==> config.mk <==
export PLATFORM = sky130hd
export DESIGN_NAME = gate_sweep_ctrl
export DESIGN_NICKNAME = d
export VERILOG_FILES = /design/src/rtl/gate_ctrl_pkg.sv /design/src/rtl/gate_sweep_ctrl.sv
export SDC_FILE = /design/constraint.sdc
export NUM_CORES = 1
export LEC_CHECK = 0
export ABC_AREA = 1
export BUFFER_PORTS_ARGS = -buffer_cell sky130_fd_sc_hd__buf_2
export CAP_MARGIN = 5
export CORE_ASPECT_RATIO = 1.2
export CORE_UTILIZATION = 50
export DETAILED_ROUTE_END_ITERATION = 8
export PLACE_DENSITY = 0.86
export SETUP_SLACK_MARGIN = 0.02
export SLEW_MARGIN = 5
export SYNTH_ARGS = -nofsm -noshare
export SYNTH_HDL_FRONTEND = slang
export SYNTH_SLANG_ARGS = --single-unit
==> constraint.sdc <==
create_clock -name clk -period 1.5 [get_ports clk]
set_input_delay 0.15 -clock clk [delete_from_list [all_inputs] [get_ports clk]]
set_output_delay 0.15 -clock clk [all_outputs]
set_load 0.1 [all_outputs]
==> src/rtl/gate_ctrl_pkg.sv <==
// Shared definitions for the gate sweep controller: FSM state type,
// sweep geometry and named 2-input truth tables (bit index = {a,b}).
package gate_ctrl_pkg;

  typedef enum logic [1:0] {
    ST_IDLE,
    ST_SETTLE,
    ST_SAMPLE,
    ST_DONE
  } state_t;

  localparam int unsigned NUM_COMBOS = 4;
  localparam int unsigned IDX_W      = 2;

  localparam logic [NUM_COMBOS-1:0] TT_NOR  = 4'b0001;
  localparam logic [NUM_COMBOS-1:0] TT_NAND = 4'b0111;
  localparam logic [NUM_COMBOS-1:0] TT_AND  = 4'b1000;
  localparam logic [NUM_COMBOS-1:0] TT_OR   = 4'b1110;
  localparam logic [NUM_COMBOS-1:0] TT_XOR  = 4'b0110;

endpackage

==> src/rtl/gate_sweep_ctrl.sv <==
// Sweeps a 2-input gate through {a,b} = 00,01,10,11, holds each combination
// for SETTLE_CYCLES+1 cycles, samples y at the end of that window and
// compares it with the truth table latched at start.
//
// Ports:
//   clk       rising-edge clock
//   rst       synchronous active-high reset
//   start     begin a sweep (accepted only when idle)
//   exp_tt    expected truth table, bit index = {a,b}; latched on start
//   y         gate output under test
//   a, b      registered gate inputs
//   busy      high while settling or sampling
//   done      one-cycle completion pulse
//   pass      last completed sweep had no mismatch
//   fail_mask bit i set when combination i mismatched
module gate_sweep_ctrl
  import gate_ctrl_pkg::*;
#(
  parameter int unsigned SETTLE_CYCLES = 2
) (
  input  logic                  clk,
  input  logic                  rst,
  input  logic                  start,
  input  logic [NUM_COMBOS-1:0] exp_tt,
  input  logic                  y,
  output logic                  a,
  output logic                  b,
  output logic                  busy,
  output logic                  done,
  output logic                  pass,
  output logic [NUM_COMBOS-1:0] fail_mask
);

  localparam logic [7:0]       SETTLE_LAST = 8'(SETTLE_CYCLES - 1);
  localparam logic [IDX_W-1:0] IDX_LAST    = IDX_W'(NUM_COMBOS - 1);

  state_t                  state, state_next;
  logic [IDX_W-1:0]        idx;
  logic [IDX_W-1:0]        idx_inc;
  logic [7:0]              settle_cnt;
  logic [NUM_COMBOS-1:0]   exp_q;
  logic [NUM_COMBOS-1:0]   mask_upd;

  always_comb begin
    state_next = state;
    busy       = 1'b0;
    done       = 1'b0;
    idx_inc    = idx + 2'd1;
    mask_upd   = fail_mask;
    mask_upd[idx] = y ^ exp_q[idx];

    case (state)
      ST_IDLE: begin
        if (start) state_next = ST_SETTLE;
      end
      ST_SETTLE: begin
        busy = 1'b1;
        if (settle_cnt == SETTLE_LAST) state_next = ST_SAMPLE;
      end
      ST_SAMPLE: begin
        busy = 1'b1;
        state_next = (idx == IDX_LAST) ? ST_DONE : ST_SETTLE;
      end
      ST_DONE: begin
        done       = 1'b1;
        state_next = ST_IDLE;
      end
      default: state_next = ST_IDLE;
    endcase
  end

  always_ff @(posedge clk) begin
    if (rst) begin
      state      <= ST_IDLE;
      idx        <= '0;
      settle_cnt <= '0;
      a          <= 1'b0;
      b          <= 1'b0;
      exp_q      <= '0;
      fail_mask  <= '0;
      pass       <= 1'b0;
    end else begin
      state <= state_next;
      case (state)
        ST_IDLE: begin
          if (start) begin
            exp_q      <= exp_tt;
            fail_mask  <= '0;
            pass       <= 1'b0;
            idx        <= '0;
            settle_cnt <= '0;
            a          <= 1'b0;
            b          <= 1'b0;
          end
        end
        ST_SETTLE: begin
          settle_cnt <= settle_cnt + 8'd1;
        end
        ST_SAMPLE: begin
          fail_mask <= mask_upd;
          if (idx == IDX_LAST) begin
            // Pass is derived from the mask including the final sample so it
            // is already valid in the cycle done is high.
            pass <= ~|mask_upd;
          end else begin
            idx        <= idx_inc;
            {a, b}     <= idx_inc;
            settle_cnt <= '0;
          end
        end
        default: ;
      endcase
    end
  end

endmodule

Word-level counts from Yosys, hierarchy flattened
Cells that the tools add are included.
W data, S select, Z words.
{"block": "totals", "ff_bits": 23, "latch_bits": 0, "in_bits": 8, "mem_bits_ro": 0, "mem_count": 0, "ramBits": 0, "output_inout_bits": 9, "word_cells": 61}
{"block": "classes", "add_sub_neg": 2, "bitwise": 1, "div_mod_pow": 0, "n_shift": 0, "muxes": 26, "n_mul": 0, "n_lt_le_gt_ge": 2, "n_eq_ne": 9, "reduce_logical": 13}
{"op": "$pmux W8 S3", "count": 1}
{"op": "$mux W8", "count": 2}
{"op": "$mux W2", "count": 5}
{"op": "$reduce_and A3 Y1", "count": 3}
{"op": "$add A8 B1 Y8 const B", "count": 1}
{"op": "$eq A8 B1 Y1 const B", "count": 1}
{"op": "$mux W1", "count": 8}
{"op": "$ne A2 B2 Y1 const B", "count": 4}
{"op": "$pmux W2 S4", "count": 1}
{"op": "$pmux W4 S2", "count": 1}
{"op": "$eq A2 B2 Y1 const B", "count": 3}
{"op": "$pmux W1 S2", "count": 3}
{"op": "$reduce_and A2 Y1", "count": 3}
{"op": "$bwmux W4", "count": 1}
{"op": "$mux W4", "count": 1}
{"op": "$pmux W2 S2", "count": 1}
{"op": "$reduce_or A4 Y1", "count": 1}
{"op": "$lt A2 B3 Y1 const B", "count": 1}
{"op": "$reduce_bool A3 Y1", "count": 1}
{"op": "$add A2 B1 Y2 const B", "count": 1}
{"op": "$bmux W1 S2", "count": 1}
{"op": "$demux W1 S2", "count": 1}
{"op": "$eq A2 B1 Y1 const B", "count": 1}
{"op": "$ge A2 B1 Y1 const B", "count": 1}
{"op": "other kinds (6)", "count": 6}

Longest topological paths before layout
{"block": "depth", "word_depth": 9, "ltp_mapped": 10, "depth_no_buf": 10}

Least setup slack after synthesis
No wires, ideal clock.
{"block": "synth_timing", "path_type": "register to register", "startpoint": "register idx[0]", "endpoint": "register settle_cnt[7]", "required_time_ns": 1.385, "setup_time_ns": 0.115, "arrival_time_ns": 1.977, "period_less_slack_ns": 2.092, "stages_incl_launch_ff": 9, "setup_slack_ns": -0.592, "n_path_buf": 0, "cell_sequence": "dfxtp_1 ha_1 nand2_2 nand3b_4 nor3_4 nand2_2 nor2_2 a21oi_1 nor2_1"}
{"block": "synth_between", "elab_chain_len": 3}
{"element": "start: declaration", "line_no": "gate_sweep_ctrl.sv:38", "source": "logic [IDX_W-1:0] idx;"}
{"element": "start signal: assignment", "line_no": "gate_sweep_ctrl.sv:106", "source": "idx <= idx_inc;"}
{"element": "$eq A2 B2 Y1", "line_no": "gate_sweep_ctrl.sv:101", "source": "if (idx == IDX_LAST) begin"}
{"element": "$ne A2 B2 Y1 (no source line)"}
{"element": "$reduce_and A3 Y1 (no source line)"}
{"element": "end signal: assignment", "line_no": "gate_sweep_ctrl.sv:97", "source": "settle_cnt <= settle_cnt + 8'd1;"}
{"element": "end: declaration", "line_no": "gate_sweep_ctrl.sv:40", "source": "logic [7:0] settle_cnt;"}
Every way passes these cells.
A chain may end at the register's enable or synchronous reset.

Worst setup path in the final report
{"block": "layout_timing", "startpoint": "register state[1]", "endpoint": "register settle_cnt[6]"}
{"block": "layout_between", "elab_chain_len": 3, "word_cells_on_any_way": 8, "cone_classes": "eq/ne (4); mux (1); reduce/logical (3)"}
{"element": "start: declaration", "line_no": "gate_sweep_ctrl.sv:37", "source": "state_t state, state_next;"}
{"element": "start signal: assignment", "line_no": "gate_sweep_ctrl.sv:83", "source": "state <= state_next;"}
{"element": "$eq A2 B2 Y1 (tied with other cells)", "line_no": "gate_sweep_ctrl.sv:84", "source": "case (state)"}
{"element": "$ne A2 B2 Y1 (no source line) or $reduce_bool A3 Y1 (tied branches)"}
{"element": "$reduce_and A3 Y1 (no source line)"}
Parallel ways exist; a longest one is shown, timed or not.

==> results.py <==
metrics = {
    "outcome": {
        "run_status": "finished, violations left",
        "violations": "setup timing",
    },
    "sta": {
        "slew-limit-headroom": 0.6771,
        "final_critical_path_setup_slack_ns": -0.02635,
        "finalCriticalPeriod_ns": 1.526,
        "final.setup.tns_ns": -0.03350,
        "fmax_mhz": 655.2,
        "timing_max_transition_violations_final": 0,
        "post_route_skew_ns": 0.001222,
        "rsz_0062_raised_after_global_routing": "yes",
        "final_min_period_over_clock_period": 1.018,
        "pin_slew_with_the_least_headroom_to_its_limit_ns": 0.4877,
        "final_hold_vios": 0,
        "fin_worst_hold_slack_ns": 0.08733,
        "endpoints_failing_setup": 2,
    },
    "worst_setup_path": {
        "critical_path_endpoint": "settle_cnt[6]$_SDFFE_PP0P_",
        "end_kind": "flop",
        "path_max_fanout": 5,
        "ff2ff_setup_slack_ns": -0.03,
        "timing.critical_path.required_ns": 1.71,
        "crit_slowest_cell": "dfxtp_2",
        "worst-r2r-cell-count": 9,
        "crit_cells": 9,
        "crit_path_cell_trace": "buf_4, ha_4, nand3b_4, nor3_4, nand2_2, nor2_2, nand3_1, nand2_1, a21oi_2",
        "cpPeakStageDelay_ns": 0.36,
        "worst-setup-path-type": "reg2reg",
        "critical_path.reg2reg.endpoint": "settle_cnt[6]$_SDFFE_PP0P_",
        "critical_path.top_delay_family": "simple AND/OR/NAND/NOR gates",
        "setup_crit_start": "state[1]$_SDFFE_PP0P_",
        "critical_path.n_buffers_inverters": 1,
        "regToRegStartpoint": "state[1]$_SDFFE_PP0P_",
        "cp.arrival_ns": 1.74,
        "worst_setup_start_kind": "flop",
    },
    "final_layout": {
        "area.growth.synth_to_final_pct": 27.59,
        "layout.area.seq_um2": 430.4,
        "final_layout_size_suffix_gt1_frac": 0.3246,
        "fillCellCount": 192,
        "nNetsFinal": 211,
        "area_taken_by_multi_input_logic_gates_um2": 770.7,
        "antenna_cells": 0,
        "final_common_cell": "nand2_1",
        "layoutNonFillerInstCount": 222,
        "finish.instance_area_mm2": 0.001539,
        "finalCoreUtilization": 0.6743,
        "mostFrequentLayoutCells": "nand2_1 (30), inv_1 (22), dfxtp_1 (17), nor2_1 (16), buf_2 (14)",
    },
    "grt": {
        "grt.total_usage": 0.2277,
        "first_global_vias": 1116,
        "grt_start_max_net_pins": 13,
        "grt_pass1_wl_um": 4353,
        "globalRoute.totalOverflow": 0,
        "initial_antenna_violation_count": 0,
    },
    "die": {
        "core_area_mm2": 0.002282,
        "boundaryPins": 17,
        "die_y_um": 55.80,
        "start_util": 0.5285,
        "floorplan.rows": 19,
        "die_x_um": 46.84,
        "fp.dieArea_mm2": 0.002613,
    },
    "clock_network": {
        "clock_latency_ns": 0.31,
        "cts.sink_count": 21,
        "cts_tree": "yes",
        "clk_root_buffer_cell": "clkbuf_4",
        "htree_num_levels": 1,
        "cts-root-to-sink-buffers": 2,
        "worst_setup_hold_path_clk_slew_ns": 0.11,
        "cts.hold.buffers_added": 0,
        "cts_made_buffers": 3,
    },
    "yosys": {
        "synthesized_area_divided_by_synthesized_cell_count_um2": 7.400,
        "synth_top_area_cell": "dfxtp_1",
        "yosysSeqAreaShare": 0.3485,
        "syn-num-nets": 182,
        "post_synth_instance_area_mm2": 0.001206,
        "synth_area_leaders": "dfxtp_1 (35%), ha_1 (11%), nand2_1 (9.3%)",
        "synthCells": 163,
        "synth_top_cell_area_share": 0.3485,
        "post_synthesis_register_bit_count": 21,
        "yosysWarningCount": 0,
        "synth.lib_cells_used.distinct": 22,
    },
    "place": {
        "portBuffers": 16,
        "preCtsSetupSlack_ns": -0.03073,
        "post-place-cells": 216,
        "dpl.hpwl_um": 2035,
        "gp_routability_congestion": 0.8347,
        "placement.cell_area_mm2": 0.001445,
    },
    "run": {
        "maxCapViolations": 0,
    },
    "detailed_routing": {
        "drt-total-wl_um": 2645,
        "drtPass1Iterations": 4,
        "drcViolationCount": 0,
        "detailedRoute.firstIterationViolations": 23,
        "vias": 1131,
        "route.detailed.wl_per_inst_um": 11.91,
        "ant_nets": 0,
        "routed_via_density": 5.095,
    },
    "power_and_ir_drop": {
        "power.density_mw_per_mm2": 1538,
        "cellLeakagePower_nw": 0.6831,
        "peakVddDrop_mv": 1.839,
        "design_power_total_mw": 2.367,
    },
    "hold_path": {
        "timing.hold.worst.class": "in2reg",
    },
}
-- how the worst min path moves through the flow --
stage	from	to	slack (ns)	cells after the start
floorplan	exp_tt[0]	exp_q[0]$_SDFFE_PP0P_	0.31	2
global placement	exp_tt[0]	exp_q[0]$_SDFFE_PP0P_	0.40	3
detailed placement	exp_tt[3]	exp_q[3]$_SDFFE_PP0P_	0.41	3
CTS	exp_tt[3]	exp_q[3]$_SDFFE_PP0P_	0.09	3
global route	rst	pass$_SDFFE_PP0P_	0.10	2
finish	exp_tt[3]	exp_q[3]$_SDFFE_PP0P_	0.09	3
-- per-layer routing --
layer	wire length, µm	track usage	vias to the layer above
met5	0	0	-
met4	29	0.1184	0
met3	68	0.03247	6
met2	1518	0.4147	26
met1	1027	0.2314	519
li1	-	-	580
-- cells by family (layout without fill, tap and decap cells) --
group           count (synthesis)  after routing  synth area share
compound gates                 27             27            0.1276
fa+ha+maj                      11             11            0.1141
buf+inv                        26             54           0.08091
flops                          21             21            0.3485
simple gates                   78             78            0.3288
-- Yosys cell counts --
cell	n
o21ai_2	1
o21ai_0	11
dfxtp_1	21
or2_2	1
nand3_2	2
inv_1	24
inv_2	1
ha_1	11
nand2_1	30
nor2_1	16
nor3_1	3
nand2_2	7
a21oi_1	10
nor3b_1	1
nor2_2	3
nand3_1	12
clkbuf_1	1
a21oi_2	2
a211oi_1	2
nand3b_4	1
nor3_4	2
o211ai_1	1
-- final cells by class --
cell class	count	share of cell area
inverter	25	0.06098
clock inverter	1	0.003252
multi-input combinational	116	0.5008
clock buffer	3	0.01463
timing repair buffer	25	0.1154
tap	31	0.02520
sequential	21	0.2797
-- state kept, by name, summed over array words and instances (netlist names) --
name and count:
fail_mask 4, settle_cnt 8, pass 1, idx 1, exp_q 4, a 1
state 2
-- report_power, final --
| group | switching (mW) | internal, mW | leakage, nW |
|---|---|---|---|
| registers | 0.0803 | 0.646 | 0.173 |
| clock network | 0.173 | 0.0997 | 0.0177 |
| logic | 0.839 | 0.530 | 0.492 |
-- repair_timing --
action	CTS	global route
hold endpoints to repair	0	0
gates resized for setup	2	11
setup endpoints to repair	3	15
pin swaps	1	1
buffers inserted	1	1
-- worst min-delay path: cells and delay by family --
kind,cells,cell delay (ns)
buf+inv,1,0.07
compound gates,1,0.07
simple gates,1,0.07
Power figures use the tool's default switching activity.
